**src/rtl/multi_inout_manager.sv**
```systemverilog
// Multi-channel DDR data capture with per-channel envelope synchronizer and edge detect.
// Define INOUT_ENV_FILTER_EN to compile in the per-channel envelope stability filter.
module multi_inout_manager #(
  parameter int unsigned N_CHANNELS     = 4,
  parameter int unsigned SYNC_STAGES    = 2,
  parameter int unsigned ENV_FILTER_LEN = 4
) (
  input  logic                    clk_96MHz,
  input  logic                    rst_n,
  input  logic [N_CHANNELS-1:0]   data_wire,
  input  logic [N_CHANNELS-1:0]   envelop_wire,
  output logic [2*N_CHANNELS-1:0] d_pair,
  output logic [N_CHANNELS-1:0]   e_out,
  output logic [N_CHANNELS-1:0]   e_rise,
  output logic [N_CHANNELS-1:0]   e_fall
);

  logic [N_CHANNELS-1:0]   neg_cap_q;
  logic [2*N_CHANNELS-1:0] pair_d;
  logic [2*N_CHANNELS-1:0] pair_q [SYNC_STAGES];
  logic [N_CHANNELS-1:0]   env_sync_q [SYNC_STAGES];
  logic [N_CHANNELS-1:0]   e_sync;
  logic [N_CHANNELS-1:0]   e_out_d, e_out_q;
  logic [N_CHANNELS-1:0]   e_rise_q, e_fall_q;

  always_ff @(negedge clk_96MHz or negedge rst_n) begin
    if (!rst_n) begin
      neg_cap_q <= '0;
    end else begin
      neg_cap_q <= data_wire;
    end
  end

  // Stage 0 holds {pos_cap, neg_hold}; even bit is the earlier (negedge) sample.
  always_comb begin
    pair_d = '0;
    for (int i = 0; i < int'(N_CHANNELS); i++) begin
      pair_d[2*i]   = neg_cap_q[i];
      pair_d[2*i+1] = data_wire[i];
    end
  end

  always_ff @(posedge clk_96MHz or negedge rst_n) begin
    if (!rst_n) begin
      for (int s = 0; s < int'(SYNC_STAGES); s++) begin
        pair_q[s]     <= '0;
        env_sync_q[s] <= '0;
      end
    end else begin
      pair_q[0]     <= pair_d;
      env_sync_q[0] <= envelop_wire;
      for (int s = 1; s < int'(SYNC_STAGES); s++) begin
        pair_q[s]     <= pair_q[s-1];
        env_sync_q[s] <= env_sync_q[s-1];
      end
    end
  end

  assign d_pair = pair_q[SYNC_STAGES-1];
  assign e_sync = env_sync_q[SYNC_STAGES-1];

`ifdef INOUT_ENV_FILTER_EN
  localparam logic [7:0] FilterLen = 8'(ENV_FILTER_LEN);

  logic [7:0] cnt_q [N_CHANNELS];
  logic [7:0] cnt_d [N_CHANNELS];
  logic [7:0] cnt_inc [N_CHANNELS];

  // A channel's output follows e_sync only after FilterLen consecutive deviating cycles.
  always_comb begin
    e_out_d = e_out_q;
    for (int i = 0; i < int'(N_CHANNELS); i++) begin
      cnt_d[i]   = 8'd0;
      cnt_inc[i] = (cnt_q[i] == 8'hff) ? 8'hff : cnt_q[i] + 8'd1;
      if (e_sync[i] != e_out_q[i]) begin
        if (cnt_inc[i] == FilterLen) begin
          e_out_d[i] = e_sync[i];
        end else begin
          cnt_d[i] = cnt_inc[i];
        end
      end
    end
  end

  always_ff @(posedge clk_96MHz or negedge rst_n) begin
    if (!rst_n) begin
      for (int i = 0; i < int'(N_CHANNELS); i++) begin
        cnt_q[i] <= 8'd0;
      end
    end else begin
      for (int i = 0; i < int'(N_CHANNELS); i++) begin
        cnt_q[i] <= cnt_d[i];
      end
    end
  end
`else
  logic unused_filter_len;
  assign unused_filter_len = ^ENV_FILTER_LEN;

  always_comb begin
    e_out_d = e_sync;
  end
`endif

  always_ff @(posedge clk_96MHz or negedge rst_n) begin
    if (!rst_n) begin
      e_out_q  <= '0;
      e_rise_q <= '0;
      e_fall_q <= '0;
    end else begin
      e_out_q  <= e_out_d;
      e_rise_q <= e_out_d & ~e_out_q;
      e_fall_q <= ~e_out_d & e_out_q;
    end
  end

  assign e_out  = e_out_q;
  assign e_rise = e_rise_q;
  assign e_fall = e_fall_q;

endmodule

```
**config.mk**
```make
export PLATFORM = sky130hd
export DESIGN_NAME = multi_inout_manager
export DESIGN_NICKNAME = d
export VERILOG_FILES = /design/src/rtl/multi_inout_manager.sv
export SDC_FILE = /design/constraint.sdc
export NUM_CORES = 1
export LEC_CHECK = 0
export ABC_AREA = 1
export BUFFER_PORTS_ARGS = -buffer_cell sky130_fd_sc_hd__buf_4
export CAP_MARGIN = 40
export CORE_AREA = 2 2 51 53
export DETAILED_ROUTE_END_ITERATION = 16
export DIE_AREA = 0 0 53 55
export HOLD_SLACK_MARGIN = 0.1
export PLACE_DENSITY = 0.73
export SLEW_MARGIN = 0
export SYNTH_ARGS = -nofsm -noshare
export SYNTH_HDL_FRONTEND = slang
export SYNTH_SLANG_ARGS = --single-unit
```
**constraint.sdc**
```tcl
create_clock -name clk_96MHz -period 1.1 [get_ports clk_96MHz]
set_clock_uncertainty 0.2 [all_clocks]
set_input_delay 0.33 -clock clk_96MHz [delete_from_list [all_inputs] [get_ports clk_96MHz]]
set_output_delay 0.33 -clock clk_96MHz [all_outputs]
set_load 0.01 [all_outputs]
```
======== Yosys cells after proc, flatten, opt, wreduce, memory -nomap -nowiden ========
Index checks and enable logic that the tools add are counted.
word-level totals
  bits in registers ....................... 40
  output and inout bits ................... 20
  input bits .............................. 10
operators by class
  bitwise operators ....................... 4
operator list
  operator       number
  $and A4 B4 Y4  2
  $not A4 Y4     2

======== Depth between registers and ports, before layout ========
  depth after elaboration ................. 2
  mapped depth ............................ 2
  gate-level depth less buffers ........... 2

==> flow_metrics.py <==
metrics = {
    "cts": {
        "clk_pin_slew_ns": 0.11,
        "clockBufferDepth": 2,
        "htree_levels": 2,
        "clock-root-buffer": "clkbuf_4",
        "cts_buffers": 5,
        "cts_tree": "yes",
        "cts.sinks": 40,
        "clock_latency_ns": 0.32,
    },
    "detailed_routing": {
        "vias": 566,
        "first_pass_iters": 2,
        "drc": 0,
        "drtIter0Drc": 6,
        "wl_um": 1331,
        "ant_nets": 0,
        "viasPerCell": 4.072,
        "wl_per_cell_um": 9.576,
    },
    "worst_hold_path": {
        "hp-class": "reg2reg",
    },
    "timing": {
        "rsz0062_at_grt": "true",
        "relSlewSlack_pct": 77.74,
        "setup_slack_ns": -0.3027,
        "fmax_mhz": 712.9,
        "setup_violations": 52,
        "worst_pin_slew_ns": 0.3328,
        "hold_viol": 0,
        "finalCritPeriodShare_pct": 127.5,
        "setup-tns-final_ns": -8.905,
        "drv_slew": 0,
        "hold_slack_ns": 0.1446,
        "period_minus_slack_ns": 1.403,
    },
    "synth": {
        "synth_edf_count": 0,
        "ys_top_cells_by_count": "dfrtp_1, buf_4, inv_1, nor2_1, dfrtn_1",
        "ys_top_cells_by_area": "dfrtp_1, dfrtn_1, buf_4, inv_1, nor2_1",
        "yosysMostFrequentCell": "dfrtp_1",
        "ys_warn_count": 0,
        "synth_area_leader_cell": "dfrtp_1",
        "synth_mux_area_share_pct": 0,
        "synth_flop_cell": "dfrtp_1",
        "synth_top_family_by_area": "buffers and inverters",
        "yosys.area_share.simple_pct": 2.679,
        "avgSynthCellArea_um2": 17.52,
        "synth_compound_area_share_pct": 0,
        "synth_top_area_share_pct": 80.36,
        "synthXorXnorAreaFrac_pct": 0,
        "postSynth.asyncResetShare_pct": 100.0,
        "ys_seq_elements": 40,
        "synth_nets": 74,
        "syn_area_um2": 1121,
        "syn_inst": 64,
        "synth.distinct_cells": 5,
        "yosysSeqAreaShare_pct": 89.29,
        "synthAdderAreaFrac_pct": 0,
    },
    "global_route": {
        "grt_util_met2_pct": 15.42,
        "grt_use_met3_pct": 8.065,
        "grt_max_degree": 25,
        "globalRouteTotalUtil_pct": 11.13,
        "busiest_layer": "met2",
        "grt-ovfl-total": 0,
        "antenna_found_initial": 0,
        "use_met1_pct": 13.04,
        "grt_pass1_vias": 489,
        "grt_pass1_wl_um": 2049,
    },
    "final_layout": {
        "diodes": 0,
        "fin_cells": 139,
        "nets": 118,
        "drive_above_1_share_pct": 38.53,
        "fin_area_um2": 1584,
        "final_util_pct": 66.98,
        "synthToLayoutAreaGrowth_pct": 41.29,
    },
    "run": {
        "drv_cap": 0,
    },
    "status": {
        "status": "finished with violations",
        "violations": "setup timing",
    },
    "worst_setup_path": {
        "crit_start": "e_out[3]",
        "cp-start-kind": "register",
        "cp.depth": 1,
        "crit_fanout": 2,
        "slowest_stage": "dfrtp_1",
        "timing.rr.start": "neg_cap_q[3]",
        "worstReg2RegEnd": "pair_q[14]",
        "crit_end": "e_out[3]",
        "crit_arrival_ns": 0.87,
        "crit_family": "flip-flops",
        "crit_type": "reg2out",
        "crit_chain": "buf_6",
        "rr_worst_depth": 0,
        "cp_num_buf_inv": 1,
        "r2r_setup_slack_ns": -0.09,
        "slowest_delay_ns": 0.42,
        "cp.required_ns": 0.57,
        "end_kind": "primary output",
    },
    "placement": {
        "gp_congestion": 0.6359,
        "post_dp_cell_area_um2": 1331,
        "pre_cts_slack_ns": -0.2536,
        "dp.cells": 117,
        "port_buffers": 29,
        "hpwl_um": 899.5,
    },
    "floorplanning": {
        "initial_core_util_pct": 47.41,
        "ios": 30,
        "die_w_um": 53,
        "rows": 18,
        "die_y_um": 55,
        "die-area_um2": 2915,
        "core_region_area_um2": 2365,
    },
    "power_and_ir_drop": {
        "leakage_nw": 0.7995,
        "pwr_density_cell_nw_per_um2": 1535,
        "power_mw": 2.432,
        "vdd_ir_drop_max_mv": 1.300,
    },
}
repair_timing:
item                       in CTS  in global routing
setup endpoints to repair      24                 62
resized for setup              20                  0
buffers inserted                3                  2
cloned                          0                  0
hold buffers                    9                  1
hold endpoints to repair       48                 40
cell usage in the layout, fill, tap and decap left out:
master and instances:
buf_6 20, buf_4 16, clkbuf_4 5, inv_1 8, nor2_1 8, dfrtp_1 36
clkinv_2 1, clkbuf_1 2, dlygate4sd3_1 9, dfrtn_1 4
state kept, by name, indices dropped and copies added, names as in the netlist:
signal      count
d_pair          8
e_fall          4
e_rise          4
e_out           4
neg_cap_q       4
pair_q          8
env_sync_q      4
e_out_d         4
cell type report:
type                    count  area [um2]
fillers                   174       780.7
repair buffers             45       435.4
multi-input cells           8       30.03
well taps                  30       37.54
clock buffers               7       45.04
clock inverters             1       5.005
flip-flops and latches     40        1001
inverters                   8       30.03
how the worst min path moves through the flow:
stage	end	cells past startpoint	slack, ns	from
final	e_out_d[3]	0	0.14	env_sync_q[7]
after global routing	e_out_d[2]	0	0.15	env_sync_q[6]
after CTS	e_out_d[3]	0	0.15	env_sync_q[7]
after detailed placement	pair_q[9]	1	-0.05	rst_n
after global placement	pair_q[13]	1	-0.05	rst_n
after floorplan	d_pair[0]	0	-0.17	rst_n
cells by family after synthesis:
group                  after synthesis
buffers and inverters               16
and+or+nand+nor                      8
DFF                                 40
power breakdown:
| group | total (mW) | internal (mW) | leakage, nW | switching [mW] |
|---|---|---|---|---|
| Clock | 0.649 | 0.249 | 0.0293 | 0.400 |
| Combinational | 0.207 | 0.129 | 0.294 | 0.0782 |
| Sequential | 1.58 | 1.54 | 0.476 | 0.0313 |
layer usage:
| metal | wire length [um] | vias to the layer above |
|---|---|---|
| met1 | 501 | 271 |
| met3 | 128 | 4 |
| met4 | 21 | 0 |
| li1 | - | 266 |
| met2 | 680 | 25 |
| met5 | 0 | - |
No activity file was read; power rests on OpenSTA's default activity.
